**src/rtl/crc_frame_engine.sv**
```systemverilog
// crc_frame_engine: CRC insert (map) or check (demap) on a framed byte
// stream, with errored-frame counter and consecutive-error alarm.
module crc_frame_engine #(
  parameter int               MAP_MODE   = 1,
  parameter int               CRC_W      = 8,
  parameter logic [CRC_W-1:0] POLY       = 8'h07,
  parameter logic [CRC_W-1:0] INIT       = '0,
  parameter int               ROWS       = 4,
  parameter int               OH_COLS    = 16,
  parameter int               PL_COLS    = 1024,
  parameter int               ERR_THRESH = 3,
  parameter int               CLR_THRESH = 2
) (
  input  logic                                   i_clk,
  input  logic                                   i_rst_n,
  input  logic [(ROWS>1 ? $clog2(ROWS) : 1)-1:0] i_row_cnt,
  input  logic [10:0]                            i_col_cnt,
  input  logic [7:0]                             i_frame_data,
  input  logic                                   i_frame_data_valid,
  input  logic                                   i_frame_data_fas,
  input  logic                                   i_err_cnt_clr,
  output logic [7:0]                             o_frame_data,
  output logic                                   o_frame_data_valid,
  output logic                                   o_frame_data_fas,
  output logic [CRC_W-1:0]                       o_crc_val,
  output logic                                   o_crc_err,
  output logic                                   o_crc_err_valid,
  output logic [15:0]                            o_err_cnt,
  output logic                                   o_crc_alarm
);

  localparam int CRC_BYTES = CRC_W / 8;
  localparam int RW = (ROWS > 1) ? $clog2(ROWS) : 1;
  localparam int KW = (CRC_BYTES > 1) ? $clog2(CRC_BYTES) : 1;
  localparam int RUN_MAX = (ERR_THRESH > CLR_THRESH) ? ERR_THRESH : CLR_THRESH;
  localparam int NW = $clog2(RUN_MAX + 1);

  localparam logic [RW-1:0] ROW_LAST = RW'(ROWS - 1);
  localparam logic [10:0]   PL_LO    = 11'(OH_COLS);
  localparam logic [10:0]   PL_HI    = 11'(OH_COLS + PL_COLS - 1);
  localparam logic [10:0]   C0       = 11'(OH_COLS + PL_COLS);
  localparam logic [KW-1:0] K_LAST   = KW'(CRC_BYTES - 1);
  localparam logic [KW-1:0] K_ONE    = KW'(1);
  localparam logic [NW-1:0] ERR_LAST = NW'(ERR_THRESH - 1);
  localparam logic [NW-1:0] CLR_LAST = NW'(CLR_THRESH - 1);
  localparam logic [NW-1:0] RUN_ONE  = NW'(1);

  generate
    if (MAP_MODE != 0 && MAP_MODE != 1) begin : g_chk_mode
      $error("crc_frame_engine: MAP_MODE must be 0 or 1");
    end
    if (CRC_W != 8 && CRC_W != 16 && CRC_W != 32) begin : g_chk_w
      $error("crc_frame_engine: CRC_W must be 8, 16 or 32");
    end
    if (ERR_THRESH < 1 || CLR_THRESH < 1) begin : g_chk_thr
      $error("crc_frame_engine: thresholds must be at least 1");
    end
  endgenerate

  typedef enum logic [1:0] {
    S_WAIT_SOF,
    S_ACCUM,
    S_CRC_FIELD
  } st_t;

  typedef enum logic {
    A_OK,
    A_ALARM
  } al_t;

  function automatic logic [CRC_W-1:0] f_step(
    input logic [CRC_W-1:0] c,
    input logic [7:0]       d
  );
    logic [CRC_W-1:0] r;
    r = c;
    for (int b = 7; b >= 0; b--) begin
      r = {r[CRC_W-2:0], 1'b0} ^ ((r[CRC_W-1] ^ d[b]) ? POLY : '0);
    end
    return r;
  endfunction

  function automatic logic [7:0] f_byte(
    input logic [CRC_W-1:0] c,
    input logic [KW-1:0]    k
  );
    logic [CRC_W-1:0] s;
    s = c << {k, 3'b000};
    return s[CRC_W-1 -: 8];
  endfunction

  st_t              r_st, w_st_n;
  al_t              r_al, w_al_n;
  logic [CRC_W-1:0] r_crc, w_crc_n;
  logic [CRC_W-1:0] r_crc_val, w_crc_val_n;
  logic [KW-1:0]    r_k, w_k_n;
  logic             r_mis, w_mis_n;
  logic [7:0]       r_data, w_data_n;
  logic             r_valid, r_fas;
  logic             r_err, r_err_v;
  logic [15:0]      r_cnt, w_cnt_n;
  logic [NW-1:0]    r_run, w_run_n;

  logic             w_sof, w_c0, w_pl, w_in_field;
  logic [7:0]       w_byte;
  logic             w_mis_now;
  logic             w_vdt, w_vdt_err, w_vdt_en;

  assign w_sof = (i_row_cnt == '0) && (i_col_cnt == '0);
  assign w_c0  = (i_row_cnt == ROW_LAST) && (i_col_cnt == C0);
  assign w_pl  = (i_col_cnt >= PL_LO) && (i_col_cnt <= PL_HI);

  // Byte 0 comes straight from the running CRC on the C0 beat itself.
  assign w_in_field = (r_st == S_CRC_FIELD);
  assign w_byte = f_byte(w_in_field ? r_crc_val : r_crc,
                         w_in_field ? r_k : '0);
  assign w_mis_now = (i_frame_data != w_byte);

  always_comb begin
    w_st_n      = r_st;
    w_crc_n     = r_crc;
    w_crc_val_n = r_crc_val;
    w_k_n       = r_k;
    w_mis_n     = r_mis;
    w_data_n    = i_frame_data;
    w_vdt       = 1'b0;
    w_vdt_err   = 1'b0;
    if (i_frame_data_valid) begin
      unique case (r_st)
        S_WAIT_SOF: begin
          if (w_sof) begin
            w_st_n  = S_ACCUM;
            w_crc_n = INIT;
          end
        end
        S_ACCUM: begin
          if (w_sof) begin
            w_crc_n = INIT;
          end else if (w_c0) begin
            w_crc_val_n = r_crc;
            if (MAP_MODE == 1) w_data_n = w_byte;
            if (CRC_BYTES == 1) begin
              w_vdt     = 1'b1;
              w_vdt_err = w_mis_now;
            end else begin
              w_st_n  = S_CRC_FIELD;
              w_k_n   = K_ONE;
              w_mis_n = w_mis_now;
            end
          end else if (w_pl) begin
            w_crc_n = f_step(r_crc, i_frame_data);
          end
        end
        S_CRC_FIELD: begin
          if (w_sof) begin
            w_st_n  = S_ACCUM;
            w_crc_n = INIT;
          end else begin
            if (MAP_MODE == 1) w_data_n = w_byte;
            w_mis_n = r_mis | w_mis_now;
            if (r_k == K_LAST) begin
              w_st_n    = S_ACCUM;
              w_vdt     = 1'b1;
              w_vdt_err = r_mis | w_mis_now;
            end else begin
              w_k_n = r_k + K_ONE;
            end
          end
        end
        default: w_st_n = S_WAIT_SOF;
      endcase
    end
  end

  assign w_vdt_en = (MAP_MODE == 0) && w_vdt;

  always_comb begin
    w_al_n  = r_al;
    w_run_n = r_run;
    w_cnt_n = r_cnt;
    if (w_vdt_en) begin
      unique case (r_al)
        A_OK: begin
          if (!w_vdt_err) begin
            w_run_n = '0;
          end else if (r_run == ERR_LAST) begin
            w_al_n  = A_ALARM;
            w_run_n = '0;
          end else begin
            w_run_n = r_run + RUN_ONE;
          end
        end
        A_ALARM: begin
          if (w_vdt_err) begin
            w_run_n = '0;
          end else if (r_run == CLR_LAST) begin
            w_al_n  = A_OK;
            w_run_n = '0;
          end else begin
            w_run_n = r_run + RUN_ONE;
          end
        end
      endcase
    end
    // A clear that meets an errored verdict still counts that verdict.
    if (w_vdt_en && w_vdt_err) begin
      if (i_err_cnt_clr)  w_cnt_n = 16'd1;
      else if (~&r_cnt)   w_cnt_n = r_cnt + 16'd1;
    end else if (i_err_cnt_clr) begin
      w_cnt_n = '0;
    end
  end

  always_ff @(posedge i_clk or negedge i_rst_n) begin
    if (!i_rst_n) begin
      r_st      <= S_WAIT_SOF;
      r_al      <= A_OK;
      r_crc     <= '0;
      r_crc_val <= '0;
      r_k       <= '0;
      r_mis     <= 1'b0;
      r_data    <= '0;
      r_valid   <= 1'b0;
      r_fas     <= 1'b0;
      r_err     <= 1'b0;
      r_err_v   <= 1'b0;
      r_cnt     <= '0;
      r_run     <= '0;
    end else begin
      r_st      <= w_st_n;
      r_al      <= w_al_n;
      r_crc     <= w_crc_n;
      r_crc_val <= w_crc_val_n;
      r_k       <= w_k_n;
      r_mis     <= w_mis_n;
      r_data    <= w_data_n;
      r_valid   <= i_frame_data_valid;
      r_fas     <= i_frame_data_fas;
      r_err_v   <= w_vdt_en;
      if (w_vdt_en) r_err <= w_vdt_err;
      r_cnt     <= w_cnt_n;
      r_run     <= w_run_n;
    end
  end

  assign o_frame_data       = r_data;
  assign o_frame_data_valid = r_valid;
  assign o_frame_data_fas   = r_fas;
  assign o_crc_val          = r_crc_val;
  assign o_crc_err          = r_err;
  assign o_crc_err_valid    = r_err_v;
  assign o_err_cnt          = r_cnt;
  assign o_crc_alarm        = (r_al == A_ALARM);

endmodule

```
**config.mk**
```make
export PLATFORM = sky130hd
export DESIGN_NAME = crc_frame_engine
export DESIGN_NICKNAME = d
export VERILOG_FILES = /design/src/rtl/crc_frame_engine.sv
export SDC_FILE = /design/constraint.sdc
export NUM_CORES = 1
export LEC_CHECK = 0
export ABC_AREA = 1
export CORE_MARGIN = 2
export CORE_UTILIZATION = 39
export CTS_CLUSTER_SIZE = 8
export DETAILED_ROUTE_END_ITERATION = 16
export PLACE_DENSITY = 0.81
export SLEW_MARGIN = 20
export SYNTH_ARGS = -nofsm -noshare
export SYNTH_HDL_FRONTEND = slang
export SYNTH_SLANG_ARGS = --single-unit
```
**constraint.sdc**
```tcl
create_clock -name i_clk -period 1.1 [get_ports i_clk]
set_input_delay 0.33 -clock i_clk [delete_from_list [all_inputs] [get_ports i_clk]]
set_output_delay 0.33 -clock i_clk [all_outputs]
set_load 0.02 [all_outputs]
```
==> flow_summary.json <==
{
  "outcome": "complete, but fails checks",
  "violations": "setup timing",
  "final_nets": 326,
  "io_pins": 63,
  "netlist_instances": 213,
  "num_rows": 23,
  "layout_setup_ws_ps": -207,
  "vias": 1694,
  "drv_cap": 0,
  "start_util_pct": 40.1,
  "cp_slowest_stage_delay_ps": 440,
  "ant_nets": 0,
  "hold_violations": 0,
  "worstSetupEndpointType": "flop",
  "drt_iter0_drc": 78,
  "synth_seq_cells": 27,
  "layout_common_cells": "nand2_2, nand2_1, buf_4, dfrtp_1, buf_6",
  "dpl.hpwl_um": 2830,
  "synth_cell_types": 22,
  "fin_crit_sh_pct": 119,
  "wl_um": 5270,
  "finalPower_mw": 4.74,
  "die_h_um": 67.7,
  "clkPwrFrac_pct": 12.8,
  "async_reset_ff_share_pct": 100,
  "whs_ps": 381,
  "avgRoutedWirePerCell_um": 15.1,
  "synth_edf_count": 0,
  "max_freq_mhz": 765,
  "syn_avg_cell_area_um2": 7.42,
  "cp_cell_sequence": "inv_2 > nand2_1 > nand2_2 > nand2_2 > nand2_2 > nand2_2 > nand2_4 > nand2_2 > nand3_2 > nand2_1",
  "grt_pass1_vias": 1570,
  "syn_area_um2": 1580,
  "ctsHoldBuffers": 0,
  "cts_buffer_depth": 2,
  "grt_pass1_wl_um": 6620,
  "ir_drop_mv": 0.847,
  "power.switching_mw": 2.04,
  "dr.pass1.iters": 4,
  "portBuffers": 42,
  "ys_seq_area_share_pct": 42.8,
  "grt.overflow.total": 0,
  "comb_power_share_pct": 58.2,
  "p_per_area_nw_per_um2": 1740,
  "crit_buf_inv": 1,
  "antenna_found_initial": 0,
  "htreeDepth": 1,
  "cts_sinks": 27,
  "clock_skew_ps": 10.0,
  "fin_crit_ps": 1310,
  "critPathLaunchType": "flop",
  "core-area_um2": 3940,
  "mostFrequentLayoutCell": "nand2_2",
  "root_buffer": "clkbuf_8",
  "diodes": 0,
  "path_clk_slew_ps": 110,
  "clock_latency_ps": 290,
  "crit_slowest_cell": "dfrtp_1",
  "gp_congestion": 0.838,
  "layout-drive-gt1-share_pct": 54.5,
  "seqPwrFrac_pct": 29.0,
  "drcViolationCount": 0,
  "cts_tree": "built",
  "leakagePower_nw": 1.48,
  "slew_violations": 0,
  "crit_family": "simple AND/OR/NAND/NOR gates",
  "syn_to_final_growth_pct": 72.1,
  "die_area_um2": 4580,
  "crit_path_max_fanout": 4,
  "gr-usage-all-layers_pct": 18.9,
  "worstPathRequired_ps": 1280,
  "hold_path_class": "in -> async",
  "die_w_um": 67.7,
  "synthFlopType": "dfrtp_1",
  "cts_inserted_buffers": 3,
  "yosysWarningCount": 0,
  "internal-power_mw": 2.70,
  "cp.arrival_ps": 1490,
  "fill_cells": 277,
  "grt_max_degree": 28,
  "swShare_pct": 43.0,
  "crit_type": "reg -> reg",
  "viasPerCell": 4.85,
  "setup_viol": 42,
  "rsz0062_at_grt": "yes",
  "cp_common_cell": "nand2_2"
}
sequential cells by signal (all words and copies together) (netlist names):
signal	flops
o_crc_val	8
o_frame_data	8
o_frame_data_fas	1
o_frame_data_valid	1
r_crc	8
r_st	1
stage by stage:
stage,setup TNS [ps],cell area (um2),setup WS [ps],util (%),cells
6_report,-4520,2720,-207,69.0,349
2_1_floorplan,-1120,1680,-64.7,-,231
3_3_place_gp,-17570,2220,-650,56.4,330
3_5_place_dp,-18610,2220,-713,56.4,330
5_1_grt,-6400,2720,-308,69.0,349
4_1_cts,-4010,2430,-176,61.6,342
layer usage:
layer / wire [um] / track usage [%] / vias up
met5: 0 / 0 / -
met4: 174 / 6.12 / 0
met3: 301 / 1.50 / 14
met2: 2810 / 35.7 / 75
met1: 1990 / 22.4 / 811
li1: - / - / 794
what timing repair did:
item,CTS,global route
cloned,1,0
resized for setup,166,89
endpoints found under the setup margin,43,42
pin swaps,28,45
buffers inserted,7,7
worst register-to-register path, stage by stage (launching register included):
cell     delay, ps
dfrtp_1        440
inv_2           90
nand2_1         70
nand2_2        120
nand2_2         80
nand2_2         90
nand2_2         80
nand2_4         90
nand2_2         60
nand3_2         60
nand2_1         50
cells by family (layout without fill, tap and decap cells):
logic type / count (synthesis) / in the layout / share of synthesized area, %
flops: 27 / 27 / 42.8
simple gates: 117 / 117 / 31.0
other cells: 1 / 19 / 0.237
compound gates: 21 / 21 / 6.65
xor+xnor: 10 / 10 / 5.54
buf+inv: 37 / 105 / 13.9
cell usage after synthesis (2+ instances only):
library cell | number | area share [%]
buf_4 | 19 | 9.0
dfrtp_1 | 27 | 43
inv_1 | 15 | 3.6
nand2_1 | 91 | 22
nand3_1 | 9 | 2.9
nor2_1 | 9 | 2.1
nor2_4 | 2 | 1.4
o21ai_0 | 19 | 6.0
xnor2_1 | 5 | 2.8
xor2_1 | 5 | 2.8
area by class of cell:
type,count,area (um2),share of cell area [%]
timing repair buffer,86,792,29.1
tap,50,62.6,2.30
clock buffer,3,41.3,1.52
multi-input combinational,167,1080,39.9
clock inverter,1,5.00,0.184
sequential,27,678,24.9
inverter,15,56.3,2.07
power groups by stage:
stage | Clock [mW] | Sequential (mW) | Combinational, mW
2_1_floorplan | 0 | 1.35 | 1.08
5_1_grt | 0.616 | 1.39 | 2.97
3_3_place_gp | 0 | 1.31 | 1.87
4_1_cts | 0.577 | 1.35 | 2.10
6_report | 0.609 | 1.37 | 2.76
3_5_place_dp | 0 | 1.33 | 1.92
final timing paths:
path	from	to	depth (start not counted)	slack (ps)
setup / recovery	r_crc[7]	r_crc[1]	10	-210
hold / removal	i_rst_n	o_crc_val[5]	2	380
setup reg to reg	r_crc[7]	r_crc[1]	10	-210
hold reg to reg	r_st[0]	r_st[0]	2	530
max in group asynchronous	i_rst_n	r_crc[5]	2	540
min in group i_clk	i_frame_data_valid	o_frame_data_valid	1	400
No activity file was read; power rests on OpenSTA's default activity.
